### config.mk
export PLATFORM = sky130hd
export DESIGN_NAME = fetch_sched
export DESIGN_NICKNAME = d
export VERILOG_FILES = /design/src/rtl/fetch_sched_pkg.sv /design/src/rtl/fetch_sched_rr_arbiter.sv /design/src/rtl/fetch_sched.sv
export SDC_FILE = /design/constraint.sdc
export NUM_CORES = 1
export LEC_CHECK = 0
export CAP_MARGIN = 20
export CELL_PAD_IN_SITES_DETAIL_PLACEMENT = 2
export CELL_PAD_IN_SITES_GLOBAL_PLACEMENT = 2
export CORE_MARGIN = 1
export CORE_UTILIZATION = 35
export DETAILED_ROUTE_END_ITERATION = 12
export PLACE_DENSITY = 0.84
export SLEW_MARGIN = 20
export SYNTH_ARGS = -nofsm -noshare
export SYNTH_HDL_FRONTEND = slang
export SYNTH_HIERARCHICAL = 1
export SYNTH_SLANG_ARGS = --single-unit
### constraint.sdc
create_clock -name i_clk -period 4.7 [get_ports i_clk]
set_input_delay 1.175 -clock i_clk [delete_from_list [all_inputs] [get_ports i_clk]]
set_output_delay 1.175 -clock i_clk [all_outputs]
set_load 0.1 [all_outputs]
### src/rtl/fetch_sched_pkg.sv
// Shared types and constants for the per-thread fetch scheduler.
// Latency: n/a (types only).
// Backpressure: n/a.
package fetch_sched_pkg;

   localparam int NTHREADS = 4;
   localparam int TID_W    = $clog2(NTHREADS);

   typedef logic [TID_W-1:0] threadid_t;
   typedef logic [31:0]      vaddr_t;

   typedef enum logic {
      READY     = 1'b0,
      WAIT_MISS = 1'b1
   } fetch_state_t;

endpackage

### src/rtl/fetch_sched_rr_arbiter.sv
// Round-robin pick: first requester strictly after i_last, wrapping cyclically.
// Latency: purely combinational.
// Backpressure: none; o_grant_valid=0 when no request is raised.
module rr_arbiter #(
   parameter int N = 4,
   parameter int W = (N > 1) ? $clog2(N) : 1
) (
   input  logic [N-1:0] i_req,
   input  logic [W-1:0] i_last,
   output logic [W-1:0] o_grant,
   output logic         o_grant_valid
);

   logic [W-1:0] w_idx;

   // Scan from farthest to nearest offset so the nearest requester after i_last wins.
   always_comb begin
      o_grant       = '0;
      o_grant_valid = 1'b0;
      w_idx         = '0;
      for (int k = N; k >= 1; k--) begin
         w_idx = W'((int'(i_last) + k) % N);
         if (i_req[w_idx]) begin
            o_grant       = w_idx;
            o_grant_valid = 1'b1;
         end
      end
   end

endmodule

### src/rtl/fetch_sched.sv
// Per-thread fetch scheduler: holds PC/state per thread, applies fetch outcome, picks next thread RR.
// Latency: outcome of the cycle-t fetch shapes the registered request presented in cycle t+1.
// Backpressure: hazard replays PC, misses park the thread until fill; no eligible thread -> fetch_valid=0.
module fetch_sched
   import fetch_sched_pkg::*;
#(
   parameter vaddr_t BOOT_PC = 32'h0000_1000,
   parameter vaddr_t PC_STEP = 32'd4
) (
   input  logic                i_clk,
   input  logic                i_rst,
   input  logic [NTHREADS-1:0] i_thread_en,
   input  logic                i_redirect_valid,
   input  logic [TID_W-1:0]    i_redirect_thread,
   input  logic [31:0]         i_redirect_pc,
   input  logic                i_itlb_miss,
   input  logic                i_icache_miss,
   input  logic                i_isvalid,
   input  logic                i_fill_done,
   input  logic [TID_W-1:0]    i_fill_thread,
   output logic                o_fetch_valid,
   output logic [TID_W-1:0]    o_fetch_thread,
   output logic [31:0]         o_fetch_pc,
   output logic [NTHREADS-1:0] o_thread_waiting
);

   fetch_state_t  r_state [NTHREADS];
   vaddr_t        r_pc    [NTHREADS];
   threadid_t     r_rr_last;
   logic          r_fetch_valid;
   threadid_t     r_fetch_thread;
   vaddr_t        r_fetch_pc;

   fetch_state_t  w_next_state [NTHREADS];
   vaddr_t        w_next_pc    [NTHREADS];
   logic [NTHREADS-1:0] w_eligible;
   threadid_t     w_grant;
   logic          w_grant_valid;
   logic          w_miss;
   logic          w_issue;

   // Outcome signals only mean something while a real request is out.
   always_comb begin
      w_miss  = r_fetch_valid & (i_itlb_miss | i_icache_miss);
      w_issue = r_fetch_valid & ~(i_itlb_miss | i_icache_miss) & i_isvalid;
   end

   // Post-update state/PC per thread: fill wake, then fetch outcome, then redirect overrides PC.
   always_comb begin
      for (int i = 0; i < NTHREADS; i++) begin
         w_next_state[i] = r_state[i];
         w_next_pc[i]    = r_pc[i];
         if (i_fill_done && i_fill_thread == threadid_t'(i) && r_state[i] == WAIT_MISS)
            w_next_state[i] = READY;
         if (r_fetch_thread == threadid_t'(i)) begin
            if (w_miss)
               w_next_state[i] = WAIT_MISS;
            else if (w_issue)
               w_next_pc[i] = r_pc[i] + PC_STEP;
         end
         if (i_redirect_valid && i_redirect_thread == threadid_t'(i))
            w_next_pc[i] = i_redirect_pc;
         w_eligible[i] = i_thread_en[i] & (w_next_state[i] == READY);
      end
   end

   rr_arbiter #(.N(NTHREADS), .W(TID_W)) u_rr (
      .i_req         (w_eligible),
      .i_last        (r_rr_last),
      .o_grant       (w_grant),
      .o_grant_valid (w_grant_valid)
   );

   // Thread state/PC arrays and the registered fetch request.
   always_ff @(posedge i_clk or negedge i_rst) begin
      if (!i_rst) begin
         for (int i = 0; i < NTHREADS; i++) begin
            r_state[i] <= READY;
            r_pc[i]    <= BOOT_PC;
         end
         r_rr_last      <= threadid_t'(NTHREADS - 1);
         r_fetch_valid  <= 1'b0;
         r_fetch_thread <= '0;
         r_fetch_pc     <= BOOT_PC;
      end else begin
         for (int i = 0; i < NTHREADS; i++) begin
            r_state[i] <= w_next_state[i];
            r_pc[i]    <= w_next_pc[i];
         end
         r_fetch_valid <= w_grant_valid;
         if (w_grant_valid) begin
            r_fetch_thread <= w_grant;
            r_fetch_pc     <= w_next_pc[w_grant];
            r_rr_last      <= w_grant;
         end
      end
   end

   // Waiting mask is a direct view of the registered state array.
   always_comb begin
      for (int i = 0; i < NTHREADS; i++)
         o_thread_waiting[i] = (r_state[i] == WAIT_MISS);
   end

   assign o_fetch_valid  = r_fetch_valid;
   assign o_fetch_thread = r_fetch_thread;
   assign o_fetch_pc     = r_fetch_pc;

endmodule

==> results of run 1 <==
## layout by cell type, fill, tap and decap left out, drive strengths merged, types with 4 or more instances in the layout
cell / Yosys / final
dfrtp: 162 / 162
nand2: 147 / 147
nor2: 110 / 110
clkdlybuf4s50: 0 / 84
o21ai: 81 / 81
xnor2: 69 / 69
a21oi: 63 / 63
nand3: 56 / 56
xor2: 44 / 44
buf: 15 / 37
nor3: 36 / 36
a211oi: 31 / 31
inv: 30 / 30
nand4: 30 / 30
clkbuf: 47 / 28
nor4: 23 / 23
mux2i: 16 / 16
and4: 14 / 14
o22ai: 10 / 10
and3: 8 / 8
o221ai: 8 / 8
or3: 7 / 7
mux2: 7 / 7
nand2b: 7 / 7
dfstp: 7 / 7
and2: 7 / 7
nor2b: 5 / 5
or2: 5 / 5
a211o: 5 / 5
mux4: 5 / 5
o21a: 4 / 4
nand3b: 4 / 4
a31oi: 4 / 4
ha: 4 / 4
or4: 4 / 4
## sequential cells by signal, indices dropped and copies added, names as in the netlist
name,count
o_fetch_pc,32
o_fetch_thread,2
o_fetch_valid,1
o_thread_waiting,4
r_pc,128
r_rr_last,2
## worst register-to-register path: cells and delay by family (launching register included)
| family | cells | cell delay [ns] |
|---|---|---|
| AOI/OAI and AO/OA | 8 | 1.65 |
| xor gates and xnor gates | 1 | 0.19 |
| DFF | 1 | 0.59 |
| and+or+nand+nor | 3 | 0.66 |
## kinds of logic (layout without fill, tap and decap cells)
kind of cell	Yosys count	after routing	share of synthesized area, %
mux	28	28	3.61
buf+inv	92	183	3.60
flops	169	169	43.5
xor+xnor	113	113	10.2
simple gates	477	477	24.1
compound gates	229	229	14.4
fa+ha+maj	4	4	0.514
## routing by layer
layer	vias to the layer above	part of all wire (%)
met1	5017	44
li1	4105	-
met3	69	4.9
met2	310	48
met4	0	2.8
met5	-	0
## worst max-delay path by stage
stage / endpoint / cells past startpoint / slack, ns / from
floorplan: o_fetch_pc[30]$_DFFE_PN0P_ / 12 / 0.89 / i_icache_miss
CTS: o_fetch_pc[23]$_DFFE_PN0P_ / 13 / 0.59 / i_fill_done
detailed placement: o_fetch_pc[23]$_DFFE_PN0P_ / 13 / 0.18 / i_fill_done
global route: o_fetch_pc[24]$_DFFE_PN0P_ / 13 / 0.40 / i_icache_miss
finish: o_fetch_pc[23]$_DFFE_PN0P_ / 13 / 0.55 / i_fill_done
global placement: o_fetch_pc[29]$_DFFE_PN0P_ / 13 / 0.37 / i_fill_done
## report_power, final
part | internal, uW | switching (uW) | total (uW)
Combinational | 1210 | 2860 | 4070
Clock | 786 | 620 | 1410
Sequential | 1870 | 443 | 2310
## cell type report
class / count / area, um^2 / area share, %
clock buffers: 28 / 507 / 4.33
clock inverters: 4 / 45.0 / 0.385
inverters: 30 / 113 / 0.962
multi-input cells: 851 / 5180 / 44.2
flip-flops and latches: 169 / 4240 / 36.2
well taps: 372 / 465 / 3.98
repair buffers: 121 / 1160 / 9.91
## stage by stage
| step | hold slack, ns | power [uW] | instances |
|---|---|---|---|
| floorplan | 0.436 | 4880 | 1112 |
| global placement | 0.453 | 6120 | 1543 |
| finish | 0.503 | 7780 | 1575 |
| CTS | 0.503 | 7740 | 1575 |
| detailed placement | 0.482 | 6280 | 1543 |
| global route | 0.529 | 8040 | 1575 |
==> impl_results.md, run 1 <==
* Type of the worst setup path: input pin to flip-flop
* Yosys reg bits at 169
* Clk root buf: clkbuf_16
* Port-buffer cells at 85
* Hold Violations, Final at 0
* Post-synth top flop: dfrtp_1
* Fmax at 0.241 GHz
* Min Tclk post-route at 4.15 ns
* Slew HR at 32.1%
* Met3 GRT Util at 3.41%
* Netlist Area Pre-Place at 9740 um^2
* Post-DP HPWL at 31400 um
* Initial DRC Count at 768
* Ranking of synthesized cells by area: dfrtp_1 42%, xnor2_1 6.2%, nand2_1 5.7%
* Grt total ovfl at 0
* Post-Synthesis Cells at 1112
* Synth unique cells at 66
* WP data required at 5.02 ns
* First-pass GRT wire length at 65000 um
* Via count at 9501
* TritonCTS clock tree: yes
* DRC at 0
* WL final at 43000 um
* Critical path's slowest cell: clkdlybuf4s50_1
* FP Rows at 60
* Crit Path Max Fanout at 16
* Fill cells at 2932
* EDFF count, synth at 0
* Min-Delay Path Depth at 2
* Met1 GRT Util at 41.9%
* Vias in the first global route at 10143
* P_leak at 0.00437 uW
* Startpoint type of the worst setup path: input pin
* Hold Crit Endpoint: r_pc[65]$_DFF_PN0_
* Worst endpoint data arrival time at 4.48 ns
* Async SR Flop Fraction at 100%
* Endpoint class of the critical path: flip-flop
* Final setup margin at 0.548 ns
* Die H at 169 um
* Core area at 27100 um^2
* Final antenna-violating net count at 0
* Post-synth top cells: 162 x dfrtp_1, 147 x nand2_1, 110 x nor2_1
* Routed len/inst at 27.3 um
* Layout cells sized above 1 at 8.65%
* Num ports at 86
* Mapped Avg Cell Area at 8.76 um^2
* Max stage delay on crit path at 0.52 ns
* Drt pass-1 iters at 4
* Initial antenna violation count at 0
* Final nets at 1241
* Effective utilization at floorplan at 35.9%
* Yosys warnings at 6
* # diodes at 0
* Fin. max-slew vios at 0
* Total CTS buffers at 17
* Hold Crit Class: flip-flop to flip-flop
* Full die area at 28500 um^2
* Worst R2R Setup Slack at 1.49 ns
* Post-DR vias/cell at 6.03
* Worst-Margin Slew at 1.02 ns
* Cell family with the largest share of critical-path delay: compound AO/OA/AOI/OAI gates
* CTS H-tree depth at 4
* Synth top area share at 41.6%
* Outcome: complete, no violations
* Global routing's busiest layer: met2
* Setup repair bufs after CTS at 0
* Design area at 11700 um^2
* Placed cell area at 11200 um^2
* FF-to-FF End: o_fetch_pc[23]$_DFFE_PN0P_
* Final Skew at 0.00836 ns
* Grt met2 use at 51.0%
* Setup_tns at 0 ns
* Post-synthesis sequential area ratio at 43.5%
* Routability cong. at 0.886
* Post_cts resized at 0
* Growth of design area from synthesis to finish at 20.2%
* DP Worst Slack at 0.183 ns
* Most numerous cell in the Yosys netlist: dfrtp_1
* Clock sinks at 169
* Power density over cell area at 665 nW/um^2
* CP bufs+invs at 1
* Reg2reg start: o_fetch_thread[1]$_DFFE_PN0P_
* Max-Cap Viols at 0
* Hold_buf cts at 0
* Min-delay src: r_pc[65]$_DFF_PN0_
* Final period util at 88.3%
* Clock Latency Late Sink at 0.44 ns
* Tot GR Track Use at 30.9%
* Post-layout util at 43.2%
* Cell Chain, Critical Path: clkdlybuf4s50_1, or3b_2, a22o_1, nor2_1, a21oi_1, a31oi_1, a21oi_4, xnor2_1, nand3b_1, o21ai_0, a21o_1, a22oi_1, a221o_1
* Synthesized Nets at 1163
* Largest area contributor in the netlist: dfrtp_1
* Unrepaired setup endpoints after global routing: no
* Worst-path clk slew at 0.07 ns
* Die W at 169 um
* Reg2reg path depth at 12
* Maximum clock insertion buffer count at 2
* Final setup vio count at 0
* VDD IR-drop max at 0.260 mV
* Largest net degree at the start of global routing at 79
(Power assumes the default switching activity.)
==> inputs of run 2 (changes only) <==
CTS_CLUSTER_SIZE = 24   (was not set)
==> results of run 2 <==
Final layout, timing and power as in run 1 (identical DEF).
==> inputs of run 3 (changes only) <==
HOLD_SLACK_MARGIN = 0.1   (was not set)
==> results of run 3 <==
Final layout, timing and power as in run 1 (identical DEF).
